===== src/rtl/gf8_pkg.sv =====
// Shared GF(2^8) definitions for the carry-less multiplier and the reduction stage downstream.
package gf8_pkg;

    localparam int GF_WIDTH = 8;
    // x^8+x^7+x^5+x^4+x^2+x+1, consumed by the reduction stage rather than by the multiplier
    localparam logic [8:0] GF_POLY = 9'h1B7;

    typedef enum logic [1:0] {
        IDLE = 2'd0,
        BUSY = 2'd1,
        DONE = 2'd2
    } gf_state_t;

    typedef logic [GF_WIDTH-1:0]   gf_elem_t;
    typedef logic [2*GF_WIDTH-1:0] gf_wide_t;

endpackage


===== src/rtl/gf8_clmul_step.sv =====
// One shift-and-add step of the carry-less multiply: conditionally XOR the shifted multiplicand.
module gf8_clmul_step #(
    parameter int WIDTH = 16
) (
    input  logic [WIDTH-1:0] acc,
    input  logic [WIDTH-1:0] mcand,
    input  logic             b_lsb,
    output logic [WIDTH-1:0] acc_next
);

    assign acc_next = acc ^ (b_lsb ? mcand : '0);

endmodule


===== src/rtl/gf8_clmul_seq.sv =====
// Iterative carry-less multiplier: one multiplier bit per cycle, unreduced 2*WIDTH-bit product.
module gf8_clmul_seq
    import gf8_pkg::*;
#(
    parameter int WIDTH = GF_WIDTH
) (
    input  logic                 clk,
    input  logic                 rst,
    input  logic                 in_valid,
    output logic                 in_ready,
    input  logic [WIDTH-1:0]     in_a,
    input  logic [WIDTH-1:0]     in_b,
    output logic                 prod_valid,
    input  logic                 prod_ready,
    output logic [2*WIDTH-1:0]   prod_data
);

    localparam int CNT_W = (WIDTH > 2) ? $clog2(WIDTH) : 1;
    localparam logic [CNT_W-1:0] CNT_LAST = CNT_W'(WIDTH - 1);

    localparam logic [1:0] ST_IDLE = IDLE;
    localparam logic [1:0] ST_BUSY = BUSY;
    localparam logic [1:0] ST_DONE = DONE;

    logic [1:0]           state;
    logic [2*WIDTH-1:0]   acc;
    logic [2*WIDTH-1:0]   mcand;
    logic [2*WIDTH-1:0]   acc_next;
    logic [WIDTH-1:0]     breg;
    logic [CNT_W-1:0]     cnt;

    gf8_clmul_step #(
        .WIDTH (2*WIDTH)
    ) u_step (
        .acc      (acc),
        .mcand    (mcand),
        .b_lsb    (breg[0]),
        .acc_next (acc_next)
    );

    // mcand is double width so WIDTH-1 left shifts never lose a coefficient
    always_ff @(posedge clk or posedge rst) begin
        if (rst) begin
            state <= ST_IDLE;
            acc   <= '0;
            mcand <= '0;
            breg  <= '0;
            cnt   <= '0;
        end else begin
            case (state)
                ST_IDLE: begin
                    if (in_valid) begin
                        acc   <= '0;
                        mcand <= {{WIDTH{1'b0}}, in_a};
                        breg  <= in_b;
                        cnt   <= '0;
                        state <= ST_BUSY;
                    end
                end
                ST_BUSY: begin
                    acc   <= acc_next;
                    mcand <= mcand << 1;
                    breg  <= breg >> 1;
                    cnt   <= cnt + 1'b1;
                    if (cnt == CNT_LAST) begin
                        state <= ST_DONE;
                    end
                end
                ST_DONE: begin
                    if (prod_ready) begin
                        state <= ST_IDLE;
                    end
                end
                default: state <= ST_IDLE;
            endcase
        end
    end

    // Handshake outputs decode straight from the state register
    assign in_ready   = (state == ST_IDLE);
    assign prod_valid = (state == ST_DONE);
    assign prod_data  = acc;

endmodule

===== config.mk =====
export PLATFORM = sky130hd
export DESIGN_NAME = gf8_clmul_seq
export DESIGN_NICKNAME = d
export VERILOG_FILES = /design/src/rtl/gf8_pkg.sv /design/src/rtl/gf8_clmul_step.sv /design/src/rtl/gf8_clmul_seq.sv
export SDC_FILE = /design/constraint.sdc
export NUM_CORES = 1
export LEC_CHECK = 0
export CELL_PAD_IN_SITES_DETAIL_PLACEMENT = 2
export CELL_PAD_IN_SITES_GLOBAL_PLACEMENT = 2
export CORE_MARGIN = 1
export CORE_UTILIZATION = 33
export CTS_BUF_LIST = sky130_fd_sc_hd__clkbuf_16
export DETAILED_ROUTE_END_ITERATION = 10
export GPL_TIMING_DRIVEN = 0
export PLACE_DENSITY_LB_ADDON = 0.3
export SLEW_MARGIN = 20
export SYNTH_ARGS = -nofsm -noshare
export SYNTH_HDL_FRONTEND = slang
export SYNTH_SLANG_ARGS = --single-unit

===== constraint.sdc =====
create_clock -name clk -period 1.95 [get_ports clk]
set_clock_uncertainty 0.05 [all_clocks]
set_input_delay 0.39 -clock clk [delete_from_list [all_inputs] [get_ports clk]]
set_output_delay 0.39 -clock clk [all_outputs]
set_load 0.02 [all_outputs]

==> impl_summary.txt, run 1 <==
----------------------------------------------------
[Detailed routing]
  Average wire length per cell after detail routing ... 18.88 um
  Vias per inst ... 5.493
  Detail Route Antenna Nets ... 0
  Detailed-routing iteration count for the pre-antenna-repair pass ... 8
  Routed vias ... 1,906
  First-iteration detailed-routing DRC count ... 74
  Drc violations ... 4
  Final Routed Wirelength ... 6551 um

[Power and ir drop]
  Total chip power ... 4388 uW
  Worst supply voltage drop on vdd ... 0.5031 mV
  Leakage dissipation ... 0.001301 uW
  Power Dens Cells ... 1517 nW/um^2

[Setup path]
  Delay of the slowest cell on the worst path ... 0.36 ns
  Launching instance or port of the critical path ... state[1]
  Cell repeated most along the worst path ... sky130_fd_sc_hd__buf_6
  Startpoint type of the worst setup path ... flop
  Worst endpoint data arrival time ... 1.42 ns
  Number of buffer and inverter stages on the critical path ... 3
  Critical Path, Cell by Cell ... buf_6, buf_6, nor2b_4, clkdlybuf4s15_2
  Required time at the worst-slack endpoint ... 1.51 ns
  Top fanout value on the critical path ... 10
  CP top delay family ... buffers and inverters
  Reg2reg start ... state[0]
  Setup CP Type ... reg -> out
  Slowest cell on crit path ... sky130_fd_sc_hd__dfrtp_1
  Worst Setup End Kind ... output port
  Worst R2R Setup Slack ... 0.50 ns

[STA]
  Aggregate negative setup slack ... 0 ns
  Setup repair after global routing missed its margin ... false
  Slew Viols, Final ... 0
  Final setup violation count ... 0
  Minimum clock period ... 1.855 ns
  Tightest slew margin relative to the limit ... 63.86%
  WHS ... 0.3362 ns
  Least setup slack across all paths after layout ... 0.09454 ns
  Tcrit/Tclk final ... 95.15%
  Worst-Margin Slew ... 0.5421 ns
  Count of final hold-check violations ... 0
  Highest clock frequency the design can meet ... 539.0 MHz

[Floorplan]
  Die Height ... 84.82 um
  FP Rows ... 29
  Core outline area ... 6495 sq um
  # IOs ... 38
  Total die area ... 7194 sq um
  Starting Density ... 34.85%
  Floorplan die width ... 84.82 um

[Global routing]
  Overall routing resource usage ... 20.09%
  Number of global-route vias before repair ... 2,131
  Maximum number of pins on one net before global-route repair ... 33
  Wire length of the first global-routing pass ... 11,050 um
  Total gr overflow ... 0
  Antenna violations before repair ... 0

[Outcome]
  Run status ... finished, violations left
  Failing checks ... design-rule violations

[Yosys]
  YS warnings ... 0
  Leading cell types by total area after synthesis ... sky130_fd_sc_hd__dfrtp_1, sky130_fd_sc_hd__a22o_1, sky130_fd_sc_hd__a21oi_1
  Syn Std Cell Area ... 2263 sq um
  Post-Syn Area per Cell ... 10.06 sq um
  Sequential fraction of the synthesis area ... 49.75%
  Register bit count reported by yosys ... 45
  Cell count after synthesis ... 225
  Area share of the largest cell type after synthesis ... 49.75%
  Total nets after synthesis ... 247
  Library cell occupying the most area in the post-synthesis netlist ... sky130_fd_sc_hd__dfrtp_1
  Distinct cell type count after synthesis ... 20

[CTS]
  Number of levels the H-tree was split into ... 2
  Number of clock sinks ... 45
  Clk Latency, worst-skew pair ... 0.29 ns
  CTS Buf Count ... 5
  Maximum number of buffers from clock root to sink ... 2
  Clock edge transition at the registers on the reported setup and hold paths ... 0.06 ns
  CTS tree ... built
  Cell at the root of the clock tree ... sky130_fd_sc_hd__clkbuf_16
  Number of hold buffers added after cts ... 0

[Placed design]
  Pre-CTS worst setup slack ... -0.1515 ns
  Port-buffer cells ... 36
  GP Congestion ... 0.6920
  Post-detail-place hpwl ... 4407 um
  Placed cell count ... 339

[Layout]
  Count of placed standard cells in the final layout, fillers left out ... 347
  Share of post-route cells with drive strength above 1 ... 13.70%
  ANT cells ... 0
  Layout Nets ... 292
  Relative area change from synthesis to final layout ... 27.75%
  Fillers ... 690

[Min path]
  Hold Crit Class ... in -> async

[Job]
  Max-cap viol count ... 0

----------------------------------------------------
state kept, by name, indices dropped and copies added (netlist names):
signal and flops:
breg 8, mcand 16, prod_data 16, cnt 3, state 2
worst register-to-register path, stage by stage, from the launching register on:
cell                      delay, ns
sky130_fd_sc_hd__dfrtp_1       0.38
sky130_fd_sc_hd__buf_6         0.15
sky130_fd_sc_hd__nor2b_1       0.15
sky130_fd_sc_hd__buf_4         0.17
sky130_fd_sc_hd__buf_6         0.15
sky130_fd_sc_hd__a22oi_1       0.17
sky130_fd_sc_hd__o21ai_1       0.09
report_power, final:
part | switching, uW | internal [uW]
clock | 341 | 459
combinational | 1010 | 924
sequential | 356 | 1300
per-layer routing:
metal | global-route usage [%] | share of wire, %
met5 | 0 | 0
met3 | 3.502 | 2.6
met4 | 7.242 | 1.6
met1 | 25.65 | 45
met2 | 34.37 | 51
cell usage after synthesis, drive strengths merged:
| master | instances |
|---|---|
| a22o | 19 |
| o21ai | 24 |
| nand2 | 26 |
| mux2 | 9 |
| inv | 3 |
| buf | 14 |
| nor2b | 11 |
| clkbuf | 5 |
| a21oi | 24 |
| mux2i | 1 |
| nor2 | 10 |
| a22oi | 14 |
| ha | 2 |
| dfrtp | 45 |
| o21bai | 1 |
| and2b | 9 |
| nand3 | 8 |
final cells by class:
| class | instances | area (sq um) | area share (%) |
|---|---|---|---|
| clock inverters | 2 | 7.507 | 0.2596 |
| plain buffers | 19 | 155.1 | 5.366 |
| inverters | 3 | 11.26 | 0.3894 |
| clock buffers | 5 | 125.1 | 4.327 |
| well taps | 77 | 96.34 | 3.332 |
| flip-flops and latches | 45 | 1126 | 38.94 |
| multi-input cells | 158 | 985.9 | 34.10 |
| repair buffers | 38 | 384.1 | 13.28 |
per-stage QoR:
step / utilization, % / instance area (sq um)
3_3_place_gp: 41.88 / 2720
3_5_place_dp: 42.19 / 2740
6_report: 44.52 / 2892
4_1_cts: 44.38 / 2883
2_1_floorplan: - / 2263
5_1_grt: 44.52 / 2892
timing repair:
item                                    in CTS  in global routing
resized for setup                           11                  2
setup buffers                                0                  1
endpoints found under the setup margin       2                  2
logic make-up (layout without fill, tap and decap cells):
logic type	after synthesis	after routing	synth area share (%)
AO/OA/AOI/OAI	82	82	23.44
AND/OR/NAND/NOR	64	64	13.76
flip-flops	45	45	49.75
buffers and inverters	22	67	7.020
multiplexers	10	10	4.920
adder cells (fa/ha/maj)	2	2	1.105
worst paths after layout:
path	end	cells after the start
max in group asynchronous	mcand[2]	3
min in group clk	mcand[6]	4
worst min register to register	mcand[15]	1
worst max-delay path	prod_valid	4
worst max register to register	mcand[2]	6
worst min-delay path	prod_data[11]	2
placed cells by master, fill, tap and decap left out:
cell	n
sky130_fd_sc_hd__dfrtp_1	45
sky130_fd_sc_hd__clkdlybuf4s50_1	34
sky130_fd_sc_hd__nand2_1	26
sky130_fd_sc_hd__a21oi_1	24
sky130_fd_sc_hd__o21ai_1	24
sky130_fd_sc_hd__a22o_1	19
sky130_fd_sc_hd__a22oi_1	14
sky130_fd_sc_hd__nor2b_1	10
sky130_fd_sc_hd__nor2_1	10
sky130_fd_sc_hd__buf_6	9
sky130_fd_sc_hd__mux2_2	9
sky130_fd_sc_hd__and2b_1	9
sky130_fd_sc_hd__nand3_1	8
sky130_fd_sc_hd__clkbuf_16	5
sky130_fd_sc_hd__buf_4	4
sky130_fd_sc_hd__buf_2	3
sky130_fd_sc_hd__clkbuf_1	3
sky130_fd_sc_hd__inv_1	3
sky130_fd_sc_hd__clkbuf_2	2
sky130_fd_sc_hd__ha_1	2
sky130_fd_sc_hd__o21bai_4	1
sky130_fd_sc_hd__mux2i_1	1
sky130_fd_sc_hd__nor2b_4	1
sky130_fd_sc_hd__inv_2	1
sky130_fd_sc_hd__clkinv_1	1
sky130_fd_sc_hd__clkdlybuf4s15_2	1
sky130_fd_sc_hd__buf_12	1
(Power assumes the default switching activity.)
==> inputs of run 2 (changes only) <==
--- a/config.mk
+++ b/config.mk
@@ -7,9 +7,9 @@
 export LEC_CHECK = 0
 export CELL_PAD_IN_SITES_DETAIL_PLACEMENT = 2
 export CELL_PAD_IN_SITES_GLOBAL_PLACEMENT = 2
-export CORE_MARGIN = 1
-export CORE_UTILIZATION = 33
-export CTS_BUF_LIST = sky130_fd_sc_hd__clkbuf_16
+export CORE_UTILIZATION = 34
+export CTS_BUF_LIST = sky130_fd_sc_hd__clkbuf_4
+export CTS_CLUSTER_DIAMETER = 30
 export DETAILED_ROUTE_END_ITERATION = 10
 export GPL_TIMING_DRIVEN = 0
 export PLACE_DENSITY_LB_ADDON = 0.3
==> run 2 against run 1 <==
Against the previous run: the run now ends clean; worst setup slack got worse by 0.020 ns; flip-flop and latch count unchanged; count of clock-buffer cells in the layout increased by 1; maximum frequency decreased by 1.1%; cell area decreased by 2.8%; first-iteration DRC count decreased by 22%; core utilization decreased by 0.51 points; final cell count unchanged; critical path depth decreased by 3; combinational power about the same; power decreased by 9.0%; non-clock buffer count unchanged; largest cell class unchanged; largest power group unchanged; highest routed layer unchanged.
==> impl_summary.txt, run 2 (synthesized netlist as in run 1, its figures left out) <==
----------------------------------------------------
[Outcome]
  Run status ... completed

[Layout]
  ANT cells ... 0 (unchanged)
  Fillers ... 694 (+0.58%)
  Most common library cell in the layout ignoring fill and taps ... sky130_fd_sc_hd__dfrtp_1
  Share of post-route cells with drive strength above 1 ... 14.44% (+0.74 points)
  Layout Nets ... 292 (unchanged)
  Most frequent cells in the layout ... sky130_fd_sc_hd__dfrtp_1, sky130_fd_sc_hd__clkdlybuf4s50_1, sky130_fd_sc_hd__nand2_1, sky130_fd_sc_hd__a21oi_1, sky130_fd_sc_hd__o21ai_1
  Relative area change from synthesis to final layout ... 24.16%

[Detailed routing]
  First-iteration detailed-routing DRC count ... 58 (-22%)
  Drc violations ... 0 (-4)
  Routed vias ... 1,897 (-0.47%)
  Average wire length per cell after detail routing ... 17.65 um (-6.5%)
  Final Routed Wirelength ... 6124 um (-6.5%)
  Detailed-routing iteration count for the pre-antenna-repair pass ... 4 (-4)
  Vias per inst ... 5.467 (-0.47%)
  Detail Route Antenna Nets ... 0 (unchanged)

[Setup path]
  Number of buffer and inverter stages on the critical path ... 1 (-2)
  Logic depth of the worst register-to-register path ... 7 (+1)
  Delay of the slowest cell on the worst path ... 0.63 ns (+0.27 ns)
  Required time at the worst-slack endpoint ... 1.51 ns (about the same)
  Worst endpoint data arrival time ... 1.44 ns (+0.02 ns)
  Slowest cell on crit path ... sky130_fd_sc_hd__clkdlybuf4s50_1
  Count of cell instances traversed by the critical path ... 1 (-3)
  Setup CP Type ... reg -> out
  Critical Path, Cell by Cell ... clkdlybuf4s50_1
  Top fanout value on the critical path ... 4 (-6)
  Worst Setup End Kind ... output port
  Reg2reg start ... state[1]
  Worst R2R Setup Slack ... 0.41 ns (-0.09 ns)
  CP top delay family ... buffers and inverters
  Capture point of the worst reg-to-reg path ... mcand[1]
  Startpoint type of the worst setup path ... flop

[CTS]
  Clk Latency, worst-skew pair ... 0.35 ns (+0.06 ns)
  CTS tree ... built
  Cell at the root of the clock tree ... sky130_fd_sc_hd__clkbuf_4
  Clock edge transition at the registers on the reported setup and hold paths ... 0.13 ns (+0.07 ns)
  Number of clock sinks ... 45 (unchanged)
  Number of levels the H-tree was split into ... 2 (unchanged)
  Maximum number of buffers from clock root to sink ... 2 (unchanged)
  Number of hold buffers added after cts ... 0 (unchanged)
  CTS Buf Count ... 5 (unchanged)

[Floorplan]
  Floorplan die width ... 83.59 um (-1.5%)
  Total die area ... 6987 sq um (-2.9%)
  Core outline area ... 6386 sq um (-1.7%)
  FP Rows ... 29 (unchanged)
  Starting Density ... 35.44% (+0.59 points)
  Die Height ... 83.59 um (-1.5%)
  # IOs ... 38 (unchanged)

[Placed design]
  GP Congestion ... 0.6982 (+0.90%)
  Port-buffer cells ... 36 (unchanged)
  Post-detail-place hpwl ... 4149 um (-5.9%)

[STA]
  Setup repair after global routing missed its margin ... false
  Tightest slew margin relative to the limit ... 63.72% (-0.14 points)
  Highest clock frequency the design can meet ... 533.2 MHz (-1.1%)
  Count of final hold-check violations ... 0 (unchanged)
  Worst-Margin Slew ... 0.5443 ns (+0.002140 ns)
  Tcrit/Tclk final ... 96.18% (+1.0 points)
  Slew Viols, Final ... 0 (unchanged)
  Minimum clock period ... 1.876 ns (+0.02014 ns)
  Final setup violation count ... 0 (unchanged)
  Aggregate negative setup slack ... 0 ns (unchanged)

[Global routing]
  Overall routing resource usage ... 18.73% (-1.4 points)
  GR met1 Demand/Resource ... 25.30% (-0.35 points)
  GR met2 Demand/Resource ... 31.12% (-3.3 points)
  Wire length of the first global-routing pass ... 10,230 um (-7.4%)
  Routing usage on met3 ... 3.363% (-0.14 points)
  Number of global-route vias before repair ... 1,994 (-6.4%)
  Most used routing layer in global routing ... met2
  Antenna violations before repair ... 0 (unchanged)
  Maximum number of pins on one net before global-route repair ... 33 (unchanged)
  Total gr overflow ... 0 (unchanged)

[Power and ir drop]
  Power Dens Cells ... 1421 nW/um^2 (-6.3%)
  Worst supply voltage drop on vdd ... 0.5349 mV (+6.3%)
  Total chip power ... 3994 uW (-9.0%)
  Leakage dissipation ... 0.001264 uW (-2.8%)

[Min path]
  Hold Crit Class ... in -> async

[Job]
  Max-cap viol count ... 0 (unchanged)

----------------------------------------------------
run 2: layer usage:
layer	routed length [um]	up-vias
met1	2887	973
met3	154	6
met5	0	-
li1	-	889
met2	3017	29
met4	64	0
run 2: final cells by class:
cell class | instances | area [sq um] | share of cell area [%]
Sequential cell | 45 | 1126 | 40.07
Multi-Input combinational cell | 158 | 988.4 | 35.17
Inverter | 3 | 11.26 | 0.4007
Tap cell | 77 | 96.34 | 3.428
Clock buffer | 6 | 45.04 | 1.603
Timing Repair Buffer | 39 | 391.6 | 13.94
Buffer | 18 | 147.6 | 5.254
Clock inverter | 1 | 3.754 | 0.1336
run 2: metrics by stage:
step                      setup WS (ns)  util [%]  instance area, sq um  cells  hold slack [ns]
after floorplan                  0.3817         -                  2263    225           0.4205
after global placement          -0.6167     42.59                  2720    338           0.4437
after global routing            0.01100     44.00                  2810    347           0.2454
after detailed placement        -0.1993     42.91                  2740    339           0.4457
after CTS                     0.0004802     43.93                  2805    347           0.2415
final                           0.07441     44.00                  2810    347           0.2442
run 2: worst max-delay path by stage:
stage                  from      endpoint  slack [ns]
6_report       prod_data[0]  prod_data[0]        0.07
4_1_cts            state[1]      in_ready      0.0005
3_3_place_gp            rst       breg[4]       -0.62
2_1_floorplan      state[1]      in_ready        0.38
3_5_place_dp       state[1]      in_ready       -0.20
5_1_grt        prod_data[0]  prod_data[0]        0.01
run 2: report_power, final:
group | switching [uW] | total [uW] | internal, uW
clock network | 290 | 436 | 145
logic | 992 | 1920 | 932
registers | 342 | 1630 | 1290
total | 1620 | 3990 | 2370
run 2: timing repair:
item,4_1_cts,5_1_grt
pin swaps,0,0
hold endpoints to repair,0,0
setup buffers,1,1
resized for setup,15,1
setup endpoints to repair,2,2
